==> config.mk <==
export PLATFORM = sky130hd
export DESIGN_NAME = lfsr_gen
export DESIGN_NICKNAME = d
export VERILOG_FILES = /design/src/rtl/lfsr_gen.sv
export SDC_FILE = /design/constraint.sdc
export NUM_CORES = 1
export LEC_CHECK = 0
export ABC_AREA = 0
export BUFFER_PORTS_ARGS = -buffer_cell sky130_fd_sc_hd__buf_2
export CORE_MARGIN = 2
export CORE_UTILIZATION = 54
export DETAILED_ROUTE_END_ITERATION = 8
export PLACE_DENSITY = 0.79
export SLEW_MARGIN = 15
export SYNTH_ARGS = -nofsm -noshare
export SYNTH_HDL_FRONTEND = slang
export SYNTH_SLANG_ARGS = --single-unit
==> constraint.sdc <==
create_clock -name clk -period 2.8 [get_ports clk]
set_clock_uncertainty 0.05 [all_clocks]
set_input_delay 0.14 -clock clk [delete_from_list [all_inputs] [get_ports clk]]
set_output_delay 0.14 -clock clk [all_outputs]
set_load 0.03 [all_outputs]
==> src/rtl/lfsr_gen.sv <==
// Parametrised Fibonacci/Galois LFSR with seed load, zero-seed lock-up guard and period measurement.
// Latency: zero pipeline; q reflects a load or step on the same rising edge.
// Backpressure: none; load/en are sampled every edge (load > en > hold), the source always accepts.
module lfsr_gen #(
    parameter int           N      = 8,
    parameter logic [N-1:0] TAPS   = 8'hB8,
    parameter logic [1:N]   SEED   = '1,
    parameter bit           GALOIS = 1'b0
) (
    input  logic         clk,
    input  logic         rst,
    input  logic         en,
    input  logic         load,
    input  logic [1:N]   seed_in,
    output logic [1:N]   q,
    output logic         out_bit,
    output logic [N-1:0] step_cnt,
    output logic [N-1:0] period_len,
    output logic         period_done,
    output logic         lock_err
);

    // State the current period is measured against; rewritten on every load and reset.
    logic [1:N]   ref_q;
    // q with stage numbering mapped onto TAPS bit positions: q_rev[i-1] = q[i].
    logic [N-1:0] q_rev;
    logic         fb;
    logic [1:N]   fib_nxt;
    logic [1:N]   gal_nxt;
    logic [1:N]   nxt;

    for (genvar g = 1; g <= N; g++) begin : g_rev
        assign q_rev[g-1] = q[g];
    end

    assign out_bit = q[N];

    // Next-state for both structures; the parameter picks one and the other is trimmed away.
    always_comb begin
        fb      = ^(q_rev & TAPS);
        fib_nxt = {fb, q[1:N-1]};
        // Stage i (2..N) takes q[i-1] XOR (q[N] & TAPS[N-i]); TAPS[N-2:0] lines up MSB-first with stages 2..N.
        gal_nxt = {q[N], q[1:N-1] ^ ({(N-1){q[N]}} & TAPS[N-2:0])};
        nxt     = GALOIS ? gal_nxt : fib_nxt;
    end

    // Shift register, reference, step counter and the two single-cycle status pulses.
    always_ff @(posedge clk or negedge rst) begin
        if (!rst) begin
            q           <= SEED;
            ref_q       <= SEED;
            step_cnt    <= '0;
            period_len  <= '0;
            period_done <= 1'b0;
            lock_err    <= 1'b0;
        end else begin
            period_done <= 1'b0;
            lock_err    <= 1'b0;
            if (load) begin
                step_cnt <= '0;
                if (seed_in == '0) begin
                    // All-zero is a lock-up state for an XOR LFSR; substitute the reset seed instead.
                    q        <= SEED;
                    ref_q    <= SEED;
                    lock_err <= 1'b1;
                end else begin
                    q     <= seed_in;
                    ref_q <= seed_in;
                end
            end else if (en) begin
                q <= nxt;
                if (nxt == ref_q) begin
                    step_cnt    <= '0;
                    period_len  <= step_cnt + 1'b1;
                    period_done <= 1'b1;
                end else if (step_cnt != '1) begin
                    step_cnt <= step_cnt + 1'b1;
                end
            end
        end
    end

endmodule

After elaboration in Yosys (flattened, before gate mapping)

Cells that the tools add are included.

Register bits: 34
Input port bits: 12
Output and inout bits: 27
Word-level logic and storage cells: 28

Add/sub/neg operators: 1
Equal/unequal tests: 2
Mux-type cells: 12
Bitwise operators: 1
Reduce and logical (&&, ||, !) cells: 6

Operator list:

| operator                                      | number |
|---|---|
| 2-to-1 mux 8 bit                              | 7 |
| adder 8 x 1 -> 8 bit (second input constant)  | 1 |
| equality test 8 bit                           | 1 |
| logical NOT 8 bit                             | 1 |
| inequality test 8 bit (second input constant) | 1 |
| XOR reduction 8 bit                           | 1 |
| 2-to-1 mux 1 bit                              | 5 |
| AND reduction 3 bit                           | 1 |
| nonzero test 3 bit                            | 1 |
| AND reduction 2 bit                           | 1 |
| nonzero test 2 bit                            | 1 |
| inverter 1 bit                                | 1 |

Longest topological paths before layout

Gate-level depths: netlist of run 1.

Depth after elaboration: 5
Mapped depth: 7
Depth with buffers taken out: 6

Least setup slack after synthesis of run 1

OpenSTA, ideal clock, no wires.

Path kind: register to register
Start: reg q[6] (netlist bit)
End: reg period_len[0]
Library setup time: 0.125 ns
Arrival: 2.047 ns
Required time: 2.625 ns
Slack: 0.578 ns
Stages on the path, launching flop included: 7
Path buffers: 1
Clock period less this slack: 2.222 ns
Cells stage by stage: dfstp_2 > xnor2_1 > xnor3_1 > nand3_2 > or3_1 > buf_6 > mux2_4

Cells in the longest elaborated chain, start to end: 3

Ends and longest elaborated chain:

| what                            | line | RTL |
|---|---|---|
| start: declaration              | 15   | `output logic [1:N] q,` |
| start signal: assignment        | 67   | `q <= seed_in;` |
| start signal: assignment        | 71   | `q <= nxt;` |
| XOR reduction 8 bit             | 40   | `fb = ^(q_rev & TAPS);` |
| equality test 8 bit *           | 72   | `if (nxt == ref_q) begin` |
| AND reduction 3 bit (no line) * | -    |  |
| end signal: assignment          | 74   | `period_len <= step_cnt + 1'b1;` |
| end: declaration                | 18   | `output logic [N-1:0] period_len,` |

Every way passes the cells marked *; elsewhere a longest branch is shown, timed or not.
A chain may end at the register's enable or synchronous reset.

Worst setup path in the final report of run 1

Start: reg q[6] (netlist bit)
End: reg period_len[1]

Same word-level chain as after synthesis.

==> results of run 1 <==
-- metal layers --
layer / vias up / track usage [%]
met3: 6 / 6.00
met5: - / 0
met4: 0 / 6.69
li1: 687 / -
met2: 35 / 36.7
met1: 703 / 28.8
-- power by group through the flow --
stage          clock network [mW]  logic, mW  registers [mW]
4_1_cts                     0.337      0.199           0.569
5_1_grt                     0.362      0.215           0.574
3_5_place_dp                    0      0.197           0.577
2_1_floorplan                   0      0.104           0.608
6_report                    0.330      0.197           0.569
3_3_place_gp                    0      0.194           0.574
-- path summary, 6_finish.rpt --
path / cells after the start / endpoint / startpoint
max in group asynchronous: 2 / step_cnt[6] / rst
min reg2reg: 1 / period_len[2] / period_len[2]
min in group asynchronous: 2 / step_cnt[2] / rst
max reg2reg: 5 / period_len[1] / q[6]
min: 3 / q[5] / seed_in[5]
max: 5 / period_len[1] / q[6]
-- cell type report --
cell class                 instances  area share, %
multi-input combinational        126           41.2
inverter                           4          0.717
clock buffer                       8           3.77
tap                               46           2.75
sequential                        34           41.6
timing repair buffer              40           9.92
-- per-stage QoR --
step / hold WS (ps) / instances / power [mW]
2_1_floorplan: -206 / 177 / 0.712
3_3_place_gp: 181 / 249 / 0.768
3_5_place_dp: 201 / 249 / 0.774
4_1_cts: 61.9 / 258 / 1.10
5_1_grt: 76.8 / 258 / 1.15
6_report: 79.8 / 258 / 1.10
-- synth_stat cells, drive strengths merged --
cell and number:
nor4b 1, or2 1, and3 2, dfrtp 18
mux2 8, a41oi 1, nand4 3, nor2 12
dfstp 16, nand3 7, xnor3 1, a211oi 9
nor2b 8, a31oi 2, inv 4, nor4 2
nand2 4, ha 1, buf 3, o21ai 21
clkbuf 10, xor2 11, a21boi 1, nor3 5
or3 1, xnor2 5, and2 7, nand2b 1
a21oi 9, a2bb2oi 1, o211ai 1, o21a 1
-- registers in the layout, summed over array words and instances, names as in the netlist --
name,flops
period_len,8
q,8
ref_q,8
step_cnt,8
lock_err,1
period_done,1
-- repair_timing --
| item | 4_1_cts | 5_1_grt |
|---|---|---|
| buffers inserted | 0 | 0 |
| endpoints found under the hold margin | 18 | 0 |
| hold buffers | 1 | 0 |
-- cell families after synthesis --
group / after synthesis / synth area share [%]
AOI/OAI and AO/OA: 46 / 14.9
xor gates and xnor gates: 17 / 8.99
adders and majority gates: 1 / 0.691
buffers and inverters: 17 / 4.15
DFF: 34 / 48.1
muxes: 8 / 6.64
and+or+nand+nor: 54 / 16.5
-- critical path, cell delays in order, from the launching register on --
cell and delay, ps:
dfstp_2 590, xnor2_1 190, xnor3_1 300, nand3_2 170
or3_1 590, mux2_4 370
==> results.md, run 1 <==
* PD cells at 523 nW/µm²
* Reg2Reg Setup Slack at 430 ps
* Share of layout cells above drive strength 1 at 35.4%
* Syn nets at 190
* DR vias at 1431
* Register area share after synthesis at 48.1%
* Post-CTS Resized at 0
* Worst EP arrival at 2530 ps
* Clock transition at the registers of the reported paths at 100 ps
* Startpoint Class: flop
* Routed wl met2 at 1900 µm
* Status: completed
* Routed WL at 3800 µm
* Vias in the first global route at 1390
* Number of H-tree levels at 2
* Iter 0 DRT Violations at 45
* Fmax at 422 MHz
* Area of the multi-input gates at 863 µm²
* Top post-synthesis cells by area: dfrtp_1, dfstp_2, mux2_4
* Cell taking the most area after synthesis: dfrtp_1
* Initial antenna violation count at 0
* Unrepaired setup endpoints after global routing: false
* Pre-Repair DR Iteration Count at 4
* Max Cap Viol at 0
* Worst slew pin tran at 751 ps
* Via-per-instance ratio at 5.55
* Worst-path maximum fanout at 9
* Initial Utilization at 55.1%
* Pint at 0.787 mW
* Required time worst endpoint at 2960 ps
* Fillers at 281
* # rows at 21
* Max Used Layer: met4
* CTS Buf Count at 5
* Diodes inserted at 0
* CTS root buf: clkbuf_4
* Synthesized area at 1810 µm²
* Period Utilization, post-route at 84.6%
* Final worst slack at 430 ps
* NetSw at 0.309 mW
* I/O Buffers at 38
* Core footprint at 3280 µm²
* Sequential share of power at 51.9%
* Hold Vio Cnt, Final at 0
* Setup TNS at 0 ps
* Post-detailed-route wirelength per cell at 14.7 µm
* Post-DP HPWL at 2700 µm
* Final net count at 224
* # DRC at 0
* Most common cell after layout, fill and taps aside: buf_2
* Finished layout cell area at 2090 µm²
* Class of the most critical setup path: flop to flop
* CP Capture Type: flop
* DIE HEIGHT at 61.9 µm
* CTS tree: yes
* GRT Util Overall at 22.3%
* Mean post-synth cell area at 10.2 µm²
* Worst vdd ir at 0.000316 V
* DP Area at 2000 µm²
* IO Count at 39
* HP Class: input pin to flop
* CTS Sinks at 34
* Area growth, synth to finish at 15.7%
* Grt total ovfl at 0
* Met3 wire len at 149 µm
* Fin crit period at 2370 ps
* Slew headroom at 49.9%
* Leading cell types in the layout, fill and taps excluded: buf_2, o21ai_0, dfrtp_1
* Place WS at 442 ps
* Die ar. at 3830 µm²
* Largest net degree at the start of global routing at 35
* Width of the die at 61.9 µm
* Combinational share of power at 18.0%
* Synth warnings at 0
* Register area at 871 µm²
* Cell variety after synth at 37
* Sw frac at 28.2%
* Clk_lat worst skew at 320 ps
* # setup viols final at 0
* Clock buffer depth at 2
* Final Util at 63.7%
* Met1 Wirelength at 1710 µm
* First-pass GRT wire length at 6340 µm
* Syn Inst Count at 177
* Routability cong. at 0.925
* Flop and latch count out of synthesis at 34
* Leakage at 0.997 nW
* Clock network fraction of total power at 30.1%
* Max-slew violations at 0
* Yosys top cell area share at 24.9%
* Final ANT Viol Nets at 0
No activity file was read; power rests on OpenSTA's default activity.
==> run 2: changes to the inputs <==
==> constraint.sdc (replaced) <==
create_clock -name clk -period 2.2 [get_ports clk]
set_clock_uncertainty 0.05 [all_clocks]
set_input_delay 0.11 -clock clk [delete_from_list [all_inputs] [get_ports clk]]
set_output_delay 0.11 -clock clk [all_outputs]
set_load 0.03 [all_outputs]
==> run 2 against run 1 <==
Worst hold slack lost 61 ps; count of clock-buffer cells in the layout unchanged; wire length decreased by 1.4%; first-iteration DRC count rose by 33%; combinational power rose by 29%; register-to-register slack got worse by 290 ps; setup slack got worse by 290 ps; critical path type unchanged; clock power up 6.4%; global-route usage grew 0.43 points; design area increased by 0.36%; largest cell class is now multi-input combinational cells; critical path depth did not move.
==> results.md, run 2 (synthesis results as in run 1) <==
* CP Capture Point: period_len[1]
* Place WS at -18.5 ps
* Worst vdd ir at 0.000413 V
* Routed WL at 3740 µm
* Fillers at 270
* CTS root buf: clkbuf_4
* CTS Sinks at 34
* Startpoint Class: flop
* Post-DP HPWL at 2730 µm
* Vias in the first global route at 1318
* Initial Utilization at 55.1%
* Met3 Usage GRT at 6.21%
* Fin crit period at 2060 ps
* Clk_lat worst skew at 340 ps
* I/O Buffers at 38
* Width of the die at 61.9 µm
* Grt total ovfl at 0
* Area of the multi-input gates at 876 µm²
* # setup viols final at 0
* Reg2Reg Setup Slack at 140 ps
* Design Power at 1.33 mW
* # rows at 21
* Number of H-tree levels at 2
* Worst EP arrival at 2230 ps
* Worst slew pin tran at 741 ps
* Leakage at 1.00 nW
* Via-per-instance ratio at 5.37
* Routability cong. at 0.885
* DP Area at 2030 µm²
* DIE HEIGHT at 61.9 µm
* Unrepaired setup endpoints after global routing: false
* DR vias at 1395
* Crit path launch: q[6]
* Setup bufs post-CTS at 0
* Most common cell after layout, fill and taps aside: buf_2
* Required time worst endpoint at 2380 ps
* Pre-Repair DR Iteration Count at 4
* Register area at 871 µm²
* Final ANT Viol Nets at 0
* Slew headroom at 50.6%
* Period Utilization, post-route at 93.4%
* Clock buffer depth at 2
* Iter 0 DRT Violations at 60
* R2R cell count at 5
* Clock transition at the registers of the reported paths at 90 ps
* HP Class: input pin to flop
* Critical R2R Launch: q[6]
* Max-slew violations at 0
* Finished layout cell area at 2100 µm²
* Initial antenna violation count at 0
* Hold Vio Cnt, Final at 0
* Worst-path maximum fanout at 9
* Final worst slack at 145 ps
* Class of the most critical setup path: flop to flop
* Area growth, synth to finish at 16.1%
* Share of layout cells above drive strength 1 at 36.0%
* Met2 usage in global routing at 35.2%
* Max Cap Viol at 0
* Setup TNS at 0 ps
* CTS tree: yes
* Fmax at 487 MHz
* Routing usage on met1 at 30.4%
* Final net count at 226
* Leading cell types in the layout, fill and taps excluded: buf_2, o21ai_0, dfrtp_1
* GRT Util Overall at 22.7%
* Global route hottest layer: met2
* # DRC at 0
* Post-detailed-route wirelength per cell at 14.4 µm
* CP Capture Type: flop
* Largest net degree at the start of global routing at 35
* Core footprint at 3280 µm²
* First-pass GRT wire length at 6220 µm
* Hold wc startpoint: seed_in[3]
* Diodes inserted at 0
* PD cells at 633 nW/µm²
* Reg-to-Reg End: period_len[1]
* CTS Buf Count at 5
* IO Count at 39
* Status: completed
* Die ar. at 3830 µm²
-- run 2: cell types whose count changed in the layout (fill, tap and decap cells not counted) --
cell	previous run	this run
xnor2_2	0	1
xnor2_1	5	4
buf_4	1	3
or3_1	1	0
clkbuf_8	3	1
clkbuf_1	0	2
or3_4	0	1
-- run 2: what timing repair did --
item	in CTS	in global routing
hold buffers	1	0
hold endpoints to repair	18	0
endpoints found under the setup margin	8	0
resized for setup	1	0
-- run 2: cell type report --
cell class	count	share of cell area, %
clock buffer	8	2.80
inverter	4	0.715
tap	46	2.74
timing repair buffer	42	10.6
sequential	34	41.5
multi-input combinational	126	41.7
-- run 2: per-layer routing --
layer	wire (µm)	vias up
li1	-	691
met1	1690	652
met2	1790	44
met3	197	8
met4	64	0
met5	0	-
-- run 2: worst min-delay path by stage --
stage               endpoint  slack, ps  cells after the start
CTS                     q[5]          6                      4
finish                  q[5]         20                      4
global route            q[5]         30                      4
global placement    lock_err        150                      1
floorplan           lock_err       -240                      0
detailed placement  lock_err        160                      1
-- run 2: through the flow --
step           instances  util, %  hold slack, ps
2_1_floorplan        177        -            -236
3_3_place_gp         251     61.7             148
3_5_place_dp         251     61.7             157
4_1_cts              260     64.0            6.13
5_1_grt              260     64.0            28.2
6_report             260     64.0            18.6
-- run 2: where the power goes --
group	leakage, nW	total [mW]	switching [mW]	internal [mW]
registers	0.418	0.725	0.0397	0.685
logic	0.551	0.254	0.152	0.102
clock network	0.0326	0.351	0.193	0.158
total	1.00	1.33	0.384	0.945
-- run 2: worst max-delay path, stage by stage (launching register included) --
cell	delay [ps]
dfstp_2	580
xor2_1	90
nor4_2	320
nand3_2	130
or3_4	440
mux2_4	330
